**src/rtl/opnd_pkg.sv**
```systemverilog
// Shared types, constant table and pointer helpers for the operand-fetch controller.
package opnd_pkg;

    // Default pointer and data widths.
    localparam int OPND_PW = 5;
    localparam int OPND_DW = 8;

    // Controller states.
    typedef enum logic [2:0] {
        IDLE = 3'd0,
        RD_A = 3'd1,
        RD_B = 3'd2,
        CAP  = 3'd3,
        DONE = 3'd4
    } state_t;

    // Which operand register(s) the data of the outstanding read belongs to.
    typedef enum logic [1:0] {
        PEND_NONE = 2'd0,
        PEND_A    = 2'd1,
        PEND_B    = 2'd2,
        PEND_AB   = 2'd3
    } pend_t;

    // Constant operands, selected by the low four pointer bits when the MSB is set.
    localparam logic [7:0] CONST_TABLE [16] = '{
        8'd127, 8'd1,  8'd2,  8'd128,
        8'd8,   8'd3,  8'd4,  8'd5,
        8'd32,  8'd6,  8'd15, 8'd64,
        8'd7,   8'd255, 8'd19, 8'd20
    };

    // A pointer with its MSB set names a constant rather than a register.
    function automatic logic is_const(input logic [OPND_PW-1:0] ptr);
        return ptr[OPND_PW-1];
    endfunction

endpackage

```
**src/rtl/opnd_if.sv**
```systemverilog
// Bus bundle around the operand-fetch controller: decode-side request,
// register-file read port and execute-side result handshake.
// master = the fetch controller, slave = the stages/RF around it.
interface opnd_if #(
    parameter int PW = 5,
    parameter int DW = 8
);
    // Decode-side pointer pair.
    logic          in_valid;
    logic          in_ready;
    logic [PW-1:0] ptr_a;
    logic [PW-1:0] ptr_b;

    // Shared register-file read port.
    logic          rf_rd_en;
    logic [PW-2:0] rf_addr;
    logic [DW-1:0] rf_rdata;

    // Execute-side resolved operands.
    logic          out_valid;
    logic          out_ready;
    logic [DW-1:0] opnd_a;
    logic [DW-1:0] opnd_b;
    logic          a_is_const;
    logic          b_is_const;

    modport master (
        input  in_valid, ptr_a, ptr_b, rf_rdata, out_ready,
        output in_ready, rf_rd_en, rf_addr,
        output out_valid, opnd_a, opnd_b, a_is_const, b_is_const
    );

    modport slave (
        output in_valid, ptr_a, ptr_b, rf_rdata, out_ready,
        input  in_ready, rf_rd_en, rf_addr,
        input  out_valid, opnd_a, opnd_b, a_is_const, b_is_const
    );

endinterface

```
**src/rtl/const_rom.sv**
```systemverilog
// Combinational constant ROM: 4-bit index to a zero-extended DW-bit value.
module const_rom
    import opnd_pkg::*;
#(
    parameter int DW = 8
) (
    input  logic [3:0]    idx_i,
    output logic [DW-1:0] data_o
);

    assign data_o = DW'(CONST_TABLE[idx_i]);

endmodule

```
**src/rtl/opnd_fetch_ctrl.sv**
```systemverilog
// Operand-fetch controller: resolves a pointer pair to two operands, using the
// constant ROM for constant pointers and the single RF read port for registers.
module opnd_fetch_ctrl
    import opnd_pkg::*;
#(
    parameter int PW = OPND_PW,
    parameter int DW = OPND_DW
) (
    input  logic   clk,
    input  logic   reset,
    opnd_if.master bus
);

    // Incoming pointers as an array so both ROM lookups share one generate loop.
    logic [PW-1:0] ptr_in   [2];
    logic [DW-1:0] rom_val  [2];
    logic          in_const [2];

    assign ptr_in[0] = bus.ptr_a;
    assign ptr_in[1] = bus.ptr_b;

    generate
        for (genvar gi = 0; gi < 2; gi++) begin : g_rom
            const_rom #(
                .DW (DW)
            ) u_const_rom (
                .idx_i  (ptr_in[gi][3:0]),
                .data_o (rom_val[gi])
            );
            assign in_const[gi] = is_const(ptr_in[gi]);
        end
    endgenerate

    state_t        state_q;
    pend_t         pend_q;
    logic [PW-1:0] ptr_a_q;
    logic [PW-1:0] ptr_b_q;
    logic [DW-1:0] opnd_a_q;
    logic [DW-1:0] opnd_b_q;
    logic          a_const_q;
    logic          b_const_q;

    // Properties of the latched pair used while reads are in flight.
    logic b_reg;
    logic ptr_eq;

    assign b_reg  = !ptr_b_q[PW-1];
    assign ptr_eq = (ptr_a_q == ptr_b_q);

    // Sequencer: accept, issue up to two reads, capture returning data, present result.
    always_ff @(posedge clk) begin
        if (reset) begin
            state_q   <= IDLE;
            pend_q    <= PEND_NONE;
            ptr_a_q   <= '0;
            ptr_b_q   <= '0;
            opnd_a_q  <= '0;
            opnd_b_q  <= '0;
            a_const_q <= 1'b0;
            b_const_q <= 1'b0;
        end else begin
            unique case (state_q)
                IDLE: begin
                    if (bus.in_valid) begin
                        ptr_a_q   <= ptr_in[0];
                        ptr_b_q   <= ptr_in[1];
                        // Constants resolve on the accept edge; registers wait for the RF.
                        opnd_a_q  <= in_const[0] ? rom_val[0] : '0;
                        opnd_b_q  <= in_const[1] ? rom_val[1] : '0;
                        a_const_q <= in_const[0];
                        b_const_q <= in_const[1];
                        pend_q    <= PEND_NONE;
                        if (!in_const[0]) begin
                            state_q <= RD_A;
                        end else if (!in_const[1]) begin
                            state_q <= RD_B;
                        end else begin
                            state_q <= DONE;
                        end
                    end
                end
                RD_A: begin
                    // A shared register is read once and later fans out to both operands.
                    if (b_reg && !ptr_eq) begin
                        pend_q  <= PEND_A;
                        state_q <= RD_B;
                    end else begin
                        pend_q  <= b_reg ? PEND_AB : PEND_A;
                        state_q <= CAP;
                    end
                end
                RD_B: begin
                    // Data for the read issued in RD_A arrives while B's read is issued.
                    if (pend_q == PEND_A) begin
                        opnd_a_q <= bus.rf_rdata;
                    end
                    pend_q  <= PEND_B;
                    state_q <= CAP;
                end
                CAP: begin
                    unique case (pend_q)
                        PEND_A:  opnd_a_q <= bus.rf_rdata;
                        PEND_B:  opnd_b_q <= bus.rf_rdata;
                        PEND_AB: begin
                            opnd_a_q <= bus.rf_rdata;
                            opnd_b_q <= bus.rf_rdata;
                        end
                        default: ;
                    endcase
                    pend_q  <= PEND_NONE;
                    state_q <= DONE;
                end
                DONE: begin
                    if (bus.out_ready) begin
                        state_q <= IDLE;
                    end
                end
                default: begin
                    state_q <= IDLE;
                end
            endcase
        end
    end

    // RF read strobe and address are decoded straight from the state.
    always_comb begin
        bus.rf_rd_en = 1'b0;
        bus.rf_addr  = '0;
        unique case (state_q)
            RD_A: begin
                bus.rf_rd_en = 1'b1;
                bus.rf_addr  = ptr_a_q[PW-2:0];
            end
            RD_B: begin
                bus.rf_rd_en = 1'b1;
                bus.rf_addr  = ptr_b_q[PW-2:0];
            end
            default: ;
        endcase
    end

    assign bus.in_ready   = (state_q == IDLE);
    assign bus.out_valid  = (state_q == DONE);
    assign bus.opnd_a     = opnd_a_q;
    assign bus.opnd_b     = opnd_b_q;
    assign bus.a_is_const = a_const_q;
    assign bus.b_is_const = b_const_q;

endmodule
```
**src/flat_wrapper.sv**
```systemverilog
// flat-port wrapper written by rule: the top's interface ports become plain ports
module opnd_fetch_ctrl_flat import opnd_pkg::*;
#(
    parameter int PW = OPND_PW,
    parameter int DW = OPND_DW
)
  (clk, reset, bus_in_valid, bus_ptr_a, bus_ptr_b, bus_rf_rdata, bus_out_ready, bus_in_ready, bus_rf_rd_en, bus_rf_addr, bus_out_valid, bus_opnd_a, bus_opnd_b, bus_a_is_const, bus_b_is_const);
  opnd_if #(.PW(PW), .DW(DW)) bus_i ();
  input  logic clk;
  input  logic reset;
  input wire logic [$bits(bus_i.in_valid)-1:0] bus_in_valid;
  input wire logic [$bits(bus_i.ptr_a)-1:0] bus_ptr_a;
  input wire logic [$bits(bus_i.ptr_b)-1:0] bus_ptr_b;
  input wire logic [$bits(bus_i.rf_rdata)-1:0] bus_rf_rdata;
  input wire logic [$bits(bus_i.out_ready)-1:0] bus_out_ready;
  output wire logic [$bits(bus_i.in_ready)-1:0] bus_in_ready;
  output wire logic [$bits(bus_i.rf_rd_en)-1:0] bus_rf_rd_en;
  output wire logic [$bits(bus_i.rf_addr)-1:0] bus_rf_addr;
  output wire logic [$bits(bus_i.out_valid)-1:0] bus_out_valid;
  output wire logic [$bits(bus_i.opnd_a)-1:0] bus_opnd_a;
  output wire logic [$bits(bus_i.opnd_b)-1:0] bus_opnd_b;
  output wire logic [$bits(bus_i.a_is_const)-1:0] bus_a_is_const;
  output wire logic [$bits(bus_i.b_is_const)-1:0] bus_b_is_const;
  assign bus_i.in_valid = bus_in_valid;
  assign bus_i.ptr_a = bus_ptr_a;
  assign bus_i.ptr_b = bus_ptr_b;
  assign bus_i.rf_rdata = bus_rf_rdata;
  assign bus_i.out_ready = bus_out_ready;
  assign bus_in_ready = bus_i.in_ready;
  assign bus_rf_rd_en = bus_i.rf_rd_en;
  assign bus_rf_addr = bus_i.rf_addr;
  assign bus_out_valid = bus_i.out_valid;
  assign bus_opnd_a = bus_i.opnd_a;
  assign bus_opnd_b = bus_i.opnd_b;
  assign bus_a_is_const = bus_i.a_is_const;
  assign bus_b_is_const = bus_i.b_is_const;
  opnd_fetch_ctrl #(.PW(PW), .DW(DW)) u_core (.clk(clk), .reset(reset), .bus(bus_i));
endmodule
```
**config.mk**
```make
export PLATFORM = sky130hd
export DESIGN_NAME = opnd_fetch_ctrl_flat
export DESIGN_NICKNAME = d
export VERILOG_FILES = /design/src/rtl/opnd_pkg.sv /design/src/rtl/opnd_if.sv /design/src/rtl/const_rom.sv /design/src/rtl/opnd_fetch_ctrl.sv /design/src/flat_wrapper.sv
export SDC_FILE = /design/constraint.sdc
export NUM_CORES = 1
export LEC_CHECK = 0
export BUFFER_PORTS_ARGS = -buffer_cell sky130_fd_sc_hd__buf_2
export CAP_MARGIN = 20
export CORE_AREA = 2 2 58 82
export CTS_CLUSTER_DIAMETER = 30
export DETAILED_ROUTE_END_ITERATION = 10
export DIE_AREA = 0 0 60 84
export PLACE_DENSITY_LB_ADDON = 0.1
export SLEW_MARGIN = 20
export SYNTH_ARGS = -nofsm -noshare
export SYNTH_HDL_FRONTEND = slang
export SYNTH_SLANG_ARGS = --single-unit
```
**constraint.sdc**
```tcl
create_clock -name clk -period 1.7 [get_ports clk]
set_clock_uncertainty 0.2 [all_clocks]
set_input_delay 0.17 -clock clk [delete_from_list [all_inputs] [get_ports clk]]
set_output_delay 0.17 -clock clk [all_outputs]
set_load 0.01 [all_outputs]
```
# Word level (Yosys, flattened, before mapping)
# Memories as Yosys holds them, arrays and structs flattened.
# Index checks and enable logic that the tools add are counted.
[word_totals]
register_bits = 33
romBits = 256
output_inout_bits = 25
word_cells = 67
memories = 2
[op_classes]
n_lt_le_gt_ge = 2
eq_ne = 13
mux = 25
bitwise = 2
reduce_logical = 15
[memory_table]
columns = ["name", "words", "width", "rd", "rd_ports_with_merged_regs", "write_ports", "line_no", "source"]
rows = [
  ["(no name shown)", 16, 8, 1, 0, 0, "const_rom.sv:11", "assign data_o = DW'(CONST_TABLE[idx_i]);"],
  ["(no name shown)", 16, 8, 1, 0, 0, "const_rom.sv:11", ""],
]
[ops]
columns = ["op", "n"]
rows = [
  ["8-bit two-way mux", 11],
  ["8-bit one-hot mux with 3 select lines", 1],
  ["8-bit one-hot mux with 2 select lines", 1],
  ["3-bit one-hot mux with 5 select lines", 1],
  ["3-bit two-way mux", 4],
  ["5-bit greater-or-equal comparator (second input constant)", 2],
  ["4-bit inverter with 5-bit output", 2],
  ["2-bit != test (second input constant)", 4],
  ["2-bit one-hot mux with 4 select lines", 1],
  ["4-bit one-hot mux with 2 select lines", 1],
  ["3-bit by 2-bit == test with 1-bit output (second input constant)", 2],
  ["2-bit two-way mux", 3],
  ["2-bit AND reduction", 3],
  ["2-bit OR reduction", 3],
  ["5-bit == test", 1],
  ["2-bit == test (second input constant)", 2],
  ["4-bit AND reduction", 1],
  ["4-bit nonzero test", 1],
  ["3-bit by 1-bit == test with 1-bit output (second input constant)", 1],
  ["3-bit == test (second input constant)", 1],
  ["3-bit logical NOT", 1],
  ["3-bit AND reduction", 1],
  ["3-bit nonzero test", 1],
  ["2-bit by 1-bit == test with 1-bit output (second input constant)", 1],
  ["5 further kinds", 7],
]

# Depth between registers and ports, before layout
[logic_depth]
word_depth = 7
mapped_depth = 6
mapped_depth_nobuf = 6

# Modules after synthesis
# Synthesis repeated with hierarchy kept, for this count alone.
[hier_totals]
cells_unflattened = 276
area_unflattened_um2 = 2124.5
[modules_own_cells]
columns = ["module", "instances", "cells_each", "area_per_inst_um2", "seq_area_each_um2"]
rows = [
  ["opnd_fetch_ctrl", 1, 207, 1570.3, 620.6],
  ["const_rom (u_core.g_rom[0].u_const_rom)", 1, 31, 277.8, 0.0],
  ["const_rom (u_core.g_rom[1].u_const_rom)", 1, 38, 276.5, 0.0],
]

# Least setup slack after synthesis
# Ideal clock, no wire load.
[synth_timing]
kind = "reg2reg"
start = "register u_core.state_q[1]"
end = "register u_core.opnd_a_q[0] (netlist: u_core.bus.opnd_a[0])"
arrival_ps = 1266
t_required_ps = 1365
setup_slack_ps = 99
path_stages_with_launch = 7
period_less_slack_ps = 1601
cell_sequence = "dfxtp_1 > buf_2 > or3b_4 > o21ai_4 > and2_1 > buf_4 > a311oi_1"
[synth_between]
elab_chain_cells = 3
elab_cells_between_ends = 9
[synth_rtl]
columns = ["element", "line_no", "source"]
rows = [
  ["from (decl)", "opnd_fetch_ctrl.sv:34", "state_t state_q;"],
  ["from (signal assigned)", "opnd_fetch_ctrl.sv:53", "state_q <= IDLE;"],
  ["from (signal assigned)", "opnd_fetch_ctrl.sv:74", "state_q <= RD_A;"],
  ["from (signal assigned)", "opnd_fetch_ctrl.sv:76", "state_q <= RD_B;"],
  ["3-bit by 2-bit == test with 1-bit output / 3-bit logical NOT (equally long branches)", "opnd_fetch_ctrl.sv:62", "unique case (state_q)"],
  ["2-bit by 1-bit != test with 1-bit output (no line) (tied with other cells)", "n/a", ""],
  ["4-bit AND reduction (no line)", "n/a", ""],
  ["to (signal assigned)", "opnd_fetch_ctrl.sv:68", "opnd_a_q <= in_const[0] ? rom_val[0] : '0;"],
  ["to (signal assigned)", "opnd_fetch_ctrl.sv:95", "opnd_a_q <= bus.rf_rdata;"],
  ["to (signal assigned)", "opnd_fetch_ctrl.sv:102", "PEND_A: opnd_a_q <= bus.rf_rdata;"],
  ["to (decl)", "opnd_fetch_ctrl.sv:38", "logic [DW-1:0] opnd_a_q;"],
]
# Several ways; a longest one is shown, not always the timed one.
# A chain may end at the register's enable or synchronous reset.

# Final worst setup path
[layout_timing]
start = "register u_core.state_q[1]"
end = "register u_core.opnd_b_q[5] (netlist: u_core.bus.opnd_b[5])"
[layout_between]
elab_chain_cells = 3
elab_cells_between_ends = 7
[layout_rtl]
columns = ["element", "line_no", "source"]
rows = [
  ["3-bit by 2-bit == test with 1-bit output / 3-bit logical NOT (equally long branches)", "opnd_fetch_ctrl.sv:62", ""],
  ["2-bit != test (no line) / 2-bit nonzero test (equally long branches)", "n/a", ""],
  ["3-bit AND reduction (no line)", "n/a", ""],
  ["to (signal assigned)", "opnd_fetch_ctrl.sv:69", "opnd_b_q <= in_const[1] ? rom_val[1] : '0;"],
  ["to (signal assigned)", "opnd_fetch_ctrl.sv:103", "PEND_B: opnd_b_q <= bus.rf_rdata;"],
  ["to (signal assigned)", "opnd_fetch_ctrl.sv:106", "opnd_b_q <= bus.rf_rdata;"],
  ["to (decl)", "opnd_fetch_ctrl.sv:39", "logic [DW-1:0] opnd_b_q;"],
]
# Several ways; a longest one is shown, not always the timed one.

==> impl_metrics.py <==
metrics = {
    "placed_design": {
        "io_buffer_count": 46,
        "dpl.hpwl_um": 4270,
        "post-place-ws_ps": -8.53,
        "gp_congestion": 0.817,
        "place_area_um2": 2470,
        "placedCellCount": 373,
    },
    "synthesis": {
        "synth_nets": 291,
        "ys_ff_latch": 31,
        "synth_cell_types": 51,
        "yosysSeqAreaShare_pct": 30.5,
        "synth_edf_count": 0,
        "async_reset_ff_share_pct": 0,
        "syn_inst": 256,
        "synthesis.area_um2": 2030,
        "yosys_warnings": 0,
        "synth_area_per_cell_um2": 7.95,
        "synth_flop_cell": "dfxtp_1",
    },
    "floorplanning": {
        "start_util_pct": 46.3,
        "ios": 47,
        "dieWidth_um": 60,
        "fp.dieH_um": 84,
        "die-area_um2": 5040,
        "core-area_um2": 4390,
        "std_cell_rows": 29,
    },
    "sta": {
        "worstMarginPinSlew_ps": 439,
        "hold_viol_final": 0,
        "rsz0062_at_grt": "yes",
        "setup_viol_count_final": 0,
        "fin_crit_ps": 1680,
        "fin_tns_setup_ps": 0,
        "fin_crit_sh_pct": 98.9,
        "timing.fmax_mhz": 595,
        "timing.hold.ws_ps": 14.5,
        "drv_slew": 0,
        "fin_ws_ps": 18.1,
        "slew_headroom_pct": 70.3,
    },
    "global_route": {
        "grt_pass1_vias": 2025,
        "grt_antenna_before_repair": 0,
        "grt_usage_pct": 24.4,
        "grt_pass1_wl_um": 9410,
        "gr-total-overflow": 0,
        "grt_max_degree": 17,
    },
    "clock_tree": {
        "cts_buffer_depth": 2,
        "clkSinkCount": 31,
        "clk-insertion-delay-late_ps": 290,
        "cts_htree_levels": 2,
        "cts_tree": "yes",
        "cts_root_buf": "clkbuf_8",
        "clkTransAtPathRegs_ps": 70,
        "cts_made_buffers": 5,
    },
    "power_and_ir_drop": {
        "p_leak_nw": 1.26,
        "p_int_mw": 1.92,
        "max-vdd-ir-drop_mv": 0.441,
        "switchingPower_mw": 0.989,
        "p_comb_share_pct": 40.5,
        "swShare_pct": 34.0,
        "p_total_mw": 2.91,
        "power-per-cell-area_nw_per_um2": 1030,
        "pwr-share-clk_pct": 26.3,
        "p_seq_share_pct": 33.2,
    },
    "routing": {
        "ant_nets": 0,
        "drt_wl_total_um": 5920,
        "dr.pass1.iters": 4,
        "via_per_inst": 5.42,
        "drc": 0,
        "vias": 2162,
        "initialDrtViolationCount": 88,
        "post_drt_wl_per_cell_um": 14.8,
    },
    "worst_hold_path": {
        "hold_start": "bus_rf_rdata[5]",
        "min_to": "u_core.bus.opnd_a[5]$_SDFFE_PP0P_",
        "min-delay-path-class": "in2reg",
        "whs_path_depth": 3,
    },
    "critical_path": {
        "critical_path_buf_inv_count": 2,
        "crit_arrival_ps": 1710,
        "regToRegSetupSlack_ps": 20,
        "critPathTopFamily": "simple AND/OR/NAND/NOR gates",
        "slowest_delay_ps": 410,
        "critPathSlowestCell": "or3b_4",
        "cp_max_fo": 10,
        "path_cells": "or3b_4 > a21oi_4 > buf_12 > buf_4 > o21ai_2 > a21oi_2",
        "setup.worst_path.start_class": "flop",
        "r2r-end": "u_core.bus.opnd_b[5]$_SDFFE_PP0P_",
        "reg2reg_from": "u_core.state_q[1]$_SDFFE_PP0P_",
        "required_ps": 1730,
        "crit_type": "reg2reg",
        "reg2reg_depth": 6,
        "end_kind": "flop",
    },
    "job": {
        "maxCapViolCount": 0,
    },
    "final_layout": {
        "drive_gt1_share_pct": 34.7,
        "final_util_pct": 64.5,
        "area_growth_pct": 39.1,
        "final_cells": 399,
        "final_cell_mix": "buf_2, nand2_1, buf_4",
        "fin_area_um2": 2830,
        "layout_commonest_cell": "buf_2",
        "diodes": 0,
        "nets": 371,
        "fill_cells": 425,
    },
    "run_status": {
        "status": "finished, final reports clean",
    },
}
[power groups by stage]
stage                     Combinational (mW)  Clock (mW)  Sequential (mW)
final                                   1.18       0.764            0.964
after global routing                    1.29       0.814            0.981
after CTS                               1.08       0.784            0.957
after detailed placement                1.02           0            0.969
after global placement                  1.01           0            0.965
after floorplan                        0.606           0            0.981
[cells in the mapped netlist, types with 2 or more instances]
master / number / area, um^2
nand2_1: 40 / 150
dfxtp_1: 31 / 621
a21oi_1: 27 / 135
o21ai_0: 15 / 75.1
ha_1: 13 / 163
nor2_1: 13 / 48.8
inv_1: 11 / 41.3
buf_2: 10 / 50.1
a22oi_1: 8 / 60.1
nor3_1: 8 / 40.0
a311oi_1: 6 / 52.6
a31oi_1: 6 / 37.5
nor2b_1: 5 / 31.3
a211oi_1: 4 / 30.0
clkbuf_1: 4 / 15.0
nand3_1: 4 / 20.0
nand2b_1: 3 / 18.8
xnor2_1: 3 / 26.3
a21oi_2: 2 / 17.5
a2bb2oi_1: 2 / 17.5
and2_1: 2 / 12.5
and3_1: 2 / 12.5
buf_4: 2 / 15.0
mux4_2: 2 / 45.0
nand3b_1: 2 / 15.0
o211a_1: 2 / 20.0
o211ai_1: 2 / 15.0
o21ai_2: 2 / 17.5
o21bai_1: 2 / 15.0
o22ai_1: 2 / 12.5
[layer usage]
layer	GRT usage (%)	up-vias	part of all wire (%)
li1	-	1080	-
met1	30.2	1023	42
met2	41.7	51	53
met3	3.72	8	3.1
met4	8.28	0	1.7
met5	0	-	0
[sequential cells by signal, indices dropped and copies added (netlist names)]
name and count:
u_core.bus.a_is_const 1, u_core.ptr_a_q 4, u_core.state_q 3, u_core.bus.opnd_b 8, u_core.ptr_b_q 4, u_core.bus.opnd_a 8, u_core.bus.b_is_const 1, u_core.pend_q 2
[how the worst max path moves through the flow]
stage                                                   end  cells after the start  slack (ps)                           start
final                     u_core.bus.opnd_b[5]$_SDFFE_PP0P_                      6          20  u_core.state_q[1]$_SDFFE_PP0P_
after global routing      u_core.bus.opnd_b[1]$_SDFFE_PP0P_                      5         -30  u_core.state_q[1]$_SDFFE_PP0P_
after CTS                                    bus_rf_addr[1]                      5         -40  u_core.state_q[0]$_SDFFE_PP0P_
after detailed placement  u_core.bus.opnd_a[2]$_SDFFE_PP0P_                      6          -9                    bus_ptr_a[0]
after global placement    u_core.bus.opnd_a[1]$_SDFFE_PP0P_                      4          30  u_core.state_q[1]$_SDFFE_PP0P_
after floorplan           u_core.bus.opnd_a[0]$_SDFFE_PP0P_                      6         100  u_core.state_q[1]$_SDFFE_PP0P_
[kinds of logic (layout without fill, tap and decap cells)]
logic type               after synthesis  count (layout)  share of synthesized area [%]
multiplexers                           3               3                           2.71
buffers and inverters                 28             109                           6.52
XOR/XNOR                               4               4                           1.72
AO/OA/AOI/OAI                         90              90                           30.1
flip-flops                            31              31                           30.5
AND/OR/NAND/NOR                       87              87                           20.4
adder cells (fa/ha/maj)               13              13                           8.00
[worst min-delay path: stages]
cell and delay, ps:
buf_2 120, nand2_1 70, a311oi_1 80
[timing repair]
action / in CTS / in global routing
endpoints found under the setup margin: 6 / 17
buffers inserted: 6 / 3
gates cloned: 0 / 1
hold buffers: 9 / 0
gates resized for setup: 9 / 18
hold endpoints to repair: 12 / 0
pin swaps: 3 / 2
[layout make-up]
type,count,area (um^2),area share (%)
clock buffers,6,82.6,2.92
clock inverters,2,35.0,1.24
inverters,11,45.0,1.59
multi-input cells,197,1330,46.9
flip-flops and latches,31,629,22.2
repair buffers,90,633,22.4
well taps,62,77.6,2.74
Note: power is estimated with default switching activity, not from simulation.
